==> src/rtl/grey_pkg.sv <==
// rtl/grey_pkg.sv - shared constants for the Grey-code counter family
//
// Holds the default counter width, the direction encodings for the up input
// and the all-zeros reset value of the binary count.
package grey_pkg;

    localparam int GREY_DEFAULT_WIDTH = 4;

    // Encodings of the up input.
    localparam logic DIR_UP   = 1'b1;
    localparam logic DIR_DOWN = 1'b0;

    // Reset value of the binary count. It is sized for the widest legal
    // counter; each instance takes its low WIDTH bits.
    localparam logic [31:0] GREY_CNT_RST = '0;

endpackage

==> src/rtl/grey_counter_if.sv <==
// rtl/grey_counter_if.sv - control and count signals of grey_counter
//
// Signals:
//   en       count enable, one step per cycle while high
//   up       direction (DIR_UP / DIR_DOWN), only looked at while en=1
//   load     synchronous load strobe, takes priority over en
//   load_val binary value to load
//   bin_out  registered binary count
//   grey_out registered Grey code of bin_out
//   wrap     one-cycle pulse after a wrap or saturation step
// Modports: master drives the controls, slave is the counter.
interface grey_counter_if #(
    parameter int WIDTH = grey_pkg::GREY_DEFAULT_WIDTH
);
    logic             en;
    logic             up;
    logic             load;
    logic [WIDTH-1:0] load_val;
    logic [WIDTH-1:0] bin_out;
    logic [WIDTH-1:0] grey_out;
    logic             wrap;

    modport master (
        output en, up, load, load_val,
        input  bin_out, grey_out, wrap
    );

    modport slave (
        input  en, up, load, load_val,
        output bin_out, grey_out, wrap
    );
endinterface

==> src/rtl/grey_enc.sv <==
// rtl/grey_enc.sv - combinational binary-to-Grey encoder
//
// Ports:
//   bin   in  WIDTH  binary value
//   grey  out WIDTH  Grey code of bin
module grey_enc #(
    parameter int WIDTH = grey_pkg::GREY_DEFAULT_WIDTH
) (
    input  logic [WIDTH-1:0] bin,
    output logic [WIDTH-1:0] grey
);

    assign grey = bin ^ (bin >> 1);

endmodule

==> src/rtl/grey_counter.sv <==
// rtl/grey_counter.sv - registered up/down counter with binary and Grey outputs
//
// Ports:
//   clk   in  rising-edge clock
//   rst   in  synchronous, active-high reset
//   cnt   grey_counter_if.slave (en, up, load, load_val, bin_out, grey_out, wrap)
// Priority on each edge: rst > load > en > hold.
// Build option GREY_COUNTER_SAT_EN: when defined, steps past either end of the
// range saturate instead of wrapping; wrap then flags the saturated step.
module grey_counter
    import grey_pkg::*;
#(
    parameter int WIDTH = GREY_DEFAULT_WIDTH
) (
    input  logic          clk,
    input  logic          rst,
    grey_counter_if.slave cnt
);

    localparam logic [WIDTH-1:0] CNT_MAX = '1;
    localparam logic [WIDTH-1:0] CNT_RST = GREY_CNT_RST[WIDTH-1:0];

    logic [WIDTH-1:0] bcnt;
    logic [WIDTH-1:0] bcnt_nxt;
    logic [WIDTH-1:0] grey_q;
    logic [WIDTH-1:0] grey_nxt;
    logic             wrap_q;
    logic             wrap_nxt;

    always_comb begin
        bcnt_nxt = bcnt;
        wrap_nxt = 1'b0;
        if (cnt.load) begin
            bcnt_nxt = cnt.load_val;
        end else if (cnt.en) begin
            if (cnt.up == DIR_UP) begin
                if (bcnt == CNT_MAX) begin
                    wrap_nxt = 1'b1;
`ifdef GREY_COUNTER_SAT_EN
                    bcnt_nxt = bcnt;
`else
                    bcnt_nxt = CNT_RST;
`endif
                end else begin
                    bcnt_nxt = bcnt + 1'b1;
                end
            end else begin
                if (bcnt == CNT_RST) begin
                    wrap_nxt = 1'b1;
`ifdef GREY_COUNTER_SAT_EN
                    bcnt_nxt = bcnt;
`else
                    bcnt_nxt = CNT_MAX;
`endif
                end else begin
                    bcnt_nxt = bcnt - 1'b1;
                end
            end
        end
    end

    // Encode the next-state count so grey_out is a plain register, keeping
    // it glitch-free for consumers in another clock domain.
    grey_enc #(.WIDTH(WIDTH)) u_enc (
        .bin  (bcnt_nxt),
        .grey (grey_nxt)
    );

    always_ff @(posedge clk) begin
        if (rst) begin
            bcnt   <= CNT_RST;
            grey_q <= CNT_RST;
            wrap_q <= 1'b0;
        end else begin
            bcnt   <= bcnt_nxt;
            grey_q <= grey_nxt;
            wrap_q <= wrap_nxt;
        end
    end

    assign cnt.bin_out  = bcnt;
    assign cnt.grey_out = grey_q;
    assign cnt.wrap     = wrap_q;

endmodule

==> src/flat_wrapper.sv <==
// flat-port wrapper written by rule: the top's interface ports become plain ports
module grey_counter_flat import grey_pkg::*;
#(
    parameter int WIDTH = GREY_DEFAULT_WIDTH
)
  (clk, rst, cnt_en, cnt_up, cnt_load, cnt_load_val, cnt_bin_out, cnt_grey_out, cnt_wrap);
  grey_counter_if #(.WIDTH(WIDTH)) cnt_i ();
  input  logic clk;
  input  logic rst;
  input wire logic [$bits(cnt_i.en)-1:0] cnt_en;
  input wire logic [$bits(cnt_i.up)-1:0] cnt_up;
  input wire logic [$bits(cnt_i.load)-1:0] cnt_load;
  input wire logic [$bits(cnt_i.load_val)-1:0] cnt_load_val;
  output wire logic [$bits(cnt_i.bin_out)-1:0] cnt_bin_out;
  output wire logic [$bits(cnt_i.grey_out)-1:0] cnt_grey_out;
  output wire logic [$bits(cnt_i.wrap)-1:0] cnt_wrap;
  assign cnt_i.en = cnt_en;
  assign cnt_i.up = cnt_up;
  assign cnt_i.load = cnt_load;
  assign cnt_i.load_val = cnt_load_val;
  assign cnt_bin_out = cnt_i.bin_out;
  assign cnt_grey_out = cnt_i.grey_out;
  assign cnt_wrap = cnt_i.wrap;
  grey_counter #(.WIDTH(WIDTH)) u_core (.clk(clk), .rst(rst), .cnt(cnt_i));
endmodule
==> config.mk <==
export PLATFORM = sky130hd
export DESIGN_NAME = grey_counter_flat
export DESIGN_NICKNAME = d
export VERILOG_FILES = /design/src/rtl/grey_pkg.sv /design/src/rtl/grey_counter_if.sv /design/src/rtl/grey_enc.sv /design/src/rtl/grey_counter.sv /design/src/flat_wrapper.sv
export SDC_FILE = /design/constraint.sdc
export NUM_CORES = 1
export LEC_CHECK = 0
export ABC_AREA = 1
export CAP_MARGIN = 10
export CORE_MARGIN = 4
export CORE_UTILIZATION = 35
export CTS_CLUSTER_SIZE = 28
export DETAILED_ROUTE_END_ITERATION = 10
export GPL_TIMING_DRIVEN = 1
export PLACE_DENSITY_LB_ADDON = 0.2
export REMOVE_ABC_BUFFERS = 1
export SYNTH_ARGS = -nofsm -noshare
export SYNTH_HDL_FRONTEND = slang
export SYNTH_SLANG_ARGS = --single-unit
==> constraint.sdc <==
create_clock -name clk -period 1.75 [get_ports clk]
set_clock_uncertainty 0.1 [all_clocks]
set_input_delay 0.175 -clock clk [delete_from_list [all_inputs] [get_ports clk]]
set_output_delay 0.175 -clock clk [all_outputs]
set_load 0.02 [all_outputs]
==> qor.txt <==
Final Critical Period - 1.66 ns
Top cell type's share of synthesized area - 29.5%
EDFF count, synth - 0
I/O Buffers - 17
CP Data Required Time - 1.47 ns
Global route total overflow - 0
Peak supply drop - 0.000424 V
Antenna-violating nets left - 0
Pre-antenna DRT Iters - 4
Total CTS buffers - 3
Fmax - 601 MHz
Drt drc - 0
Syn Inst Count - 79
Outcome - complete, no violations
Core region area - 1380 µm²
Yosys top cell by area - dfxtp_1
Crit-path cells - clkdlybuf4s50_1
Placement Setup Slack - 0.0720 ns
Synthesized area - 543 µm²
Worst min path class - primary input to flop
Die width - 47.4 µm
Part of the power in combinational logic - 34.3%
Layout area overhead - 39.9%
Largest net degree at the start of global routing - 9
Vias - 530
CTS max path bufs - 2
IO Pins - 18
Final wirelength - 1170 µm
Rows - 13
Final-report setup violation count - 0
Count leader, synth - nand2_1
Die Y - 47.4 µm
GRT Util Overall - 12.3%
Max-capacitance violation count - 0
Clock Root Buffer - clkbuf_4
Worst skew pair latency - 0.25 ns
DR WL/cell - 10.2 µm
Nets - 113
Leakage - 0.357 nW
Max-slew violations - 0
Int Pwr - 0.363 mW
TritonCTS clock tree - done
Synth warnings - 0
Synth top cells by count - nand2_1 (21), inv_1 (9), nand3_1 (9)
Slew at the pin with the worst max-slew slack - 0.306 ns
Number of global-route vias before repair - 458
Sink Count - 8
CP arrival - 1.39 ns
Final worst slack - 0.0855 ns
Post-synthesis register bit count - 8
Clock share of power - 25.8%
RSZ-0062 raised after global routing - no
Max H-tree Level - 1
Routability cong. - 0.782
Buf/Inv on CP - 1
Async SR Flop Fraction - 0%
Initial antenna violation count - 0
CP Max Fanout - 8
Global-route wire length before repair - 1950 µm
Sequential area share after synthesis - 29.5%
Initial Util - 39.3%
Drt initial violations - 5
Setup tns final - 0 ns
Cell family with most CP delay - buffers and inverters
Die area - 2250 µm²
Hold Fails Final Rpt - 0
ANT cells - 0
CTS Hold Bufs - 0
Vias/cell - 4.61
Slew headroom - 79.5%
Sw Pwr - 0.169 mW
Count of cell types in the netlist - 20
Flop pwr share - 39.9%
Slowest cell delay on critical path - 0.66 ns
Period utilization - 95.1%
Ys flop type - dfxtp_1
Avg Cell Area, Syn - 6.87 µm²
Kind of critical path - flop to primary output
Crit path capture type - primary output
CP startpoint kind - flop
DP HPWL - 958 µm
Fraction of final layout cells with drive strength greater than 1 - 17.0%
Net Sw Frac - 31.7%
Reg clk slew, reported paths - 0.05 ns
PwrDens - 700 nW/µm²
CP max-delay cell - clkdlybuf4s50_1
Top area cells in the synthesized netlist - dfxtp_1 (29%), nand2_1 (15%), nand3_1 (8.3%)
==> per-layer routing <==
metal	GRT usage (%)	wire, µm	vias up
met2	17.9	509	15
met3	5.75	87	0
met5	0	0	-
met4	3.31	0	0
li1	-	-	297
met1	16.4	575	218
==> layout make-up <==
cell class	instances	area (µm²)
fillers	137	623
multi-input cells	58	323
repair buffers	20	193
inverters	11	41.3
clock buffers	3	22.5
flip-flops and latches	8	161
well taps	15	18.8
==> tightest hold or removal path, stage by stage <==
cell and delay (ns):
clkdlybuf4s50_1 0.39, nand2_1 0.13, a21oi_4 0.08
==> path summary, 6_finish.rpt <==
kind / from / cells past startpoint / slack [ns] / to
worst max-delay path: u_core.cnt.bin_out[2]$_SDFF_PP0_ / 1 / 0.09 / cnt_bin_out[2]
worst min-delay path: cnt_load_val[2] / 3 / 0.49 / u_core.cnt.bin_out[2]$_SDFF_PP0_
worst max register to register: u_core.cnt.bin_out[1]$_SDFF_PP0_ / 8 / 0.23 / u_core.cnt.grey_out[0]$_SDFF_PP0_
worst min register to register: u_core.cnt.bin_out[2]$_SDFF_PP0_ / 4 / 0.65 / u_core.cnt.bin_out[2]$_SDFF_PP0_
==> what timing repair did <==
| item | CTS | global route |
|---|---|---|
| setup endpoints to repair | 0 | 1 |
| hold endpoints to repair | 0 | 0 |
| gates resized for setup | 0 | 1 |
| setup buffers | 0 | 0 |
==> power groups by stage <==
stage | Combinational (mW) | Clock, mW | Sequential (mW)
final | 0.182 | 0.137 | 0.212
after global routing | 0.200 | 0.159 | 0.214
after CTS | 0.183 | 0.147 | 0.212
after detailed placement | 0.182 | 0 | 0.216
after global placement | 0.182 | 0 | 0.215
after floorplan | 0.0806 | 0 | 0.237
==> kinds of logic (layout without fill, tap and decap cells) <==
| family | count (synthesis) | after routing | share of synthesized area, % |
|---|---|---|---|
| AOI/OAI and AO/OA | 9 | 9 | 14.5 |
| xor gates and xnor gates | 1 | 1 | 1.61 |
| adders and majority gates | 2 | 2 | 4.61 |
| buffers and inverters | 13 | 34 | 11.1 |
| DFF | 8 | 8 | 29.5 |
| and+or+nand+nor | 46 | 46 | 38.7 |
==> cell usage in the layout, fill, tap and decap left out, types with 3 or more instances in the layout <==
cell	Yosys	routed
nand2_1	21	21
clkdlybuf4s50_1	0	17
inv_1	9	9
nand3_1	9	9
nor2_1	7	7
dfxtp_1	8	7
a21oi_1	4	4
nor2_2	3	3
clkbuf_4	0	3
buf_4	1	3
==> registers in the layout (all words and copies together) (netlist names) <==
signal               flops
u_core.cnt.bin_out       3
u_core.cnt.wrap          1
u_core.cnt.grey_out      4
==> through the flow <==
| stage | hold slack (ns) | area [µm²] | util [%] | total power, mW | cells |
|---|---|---|---|---|---|
| 2_1_floorplan | 0.142 | 524 | - | 0.318 | 77 |
| 3_3_place_gp | 0.626 | 736 | 53.2 | 0.397 | 112 |
| 4_1_cts | 0.473 | 758 | 54.8 | 0.542 | 115 |
| 5_1_grt | 0.482 | 759 | 54.9 | 0.573 | 115 |
| 3_5_place_dp | 0.649 | 736 | 53.2 | 0.398 | 112 |
| 6_report | 0.485 | 759 | 54.9 | 0.531 | 115 |
Power figures use the tool's default switching activity.
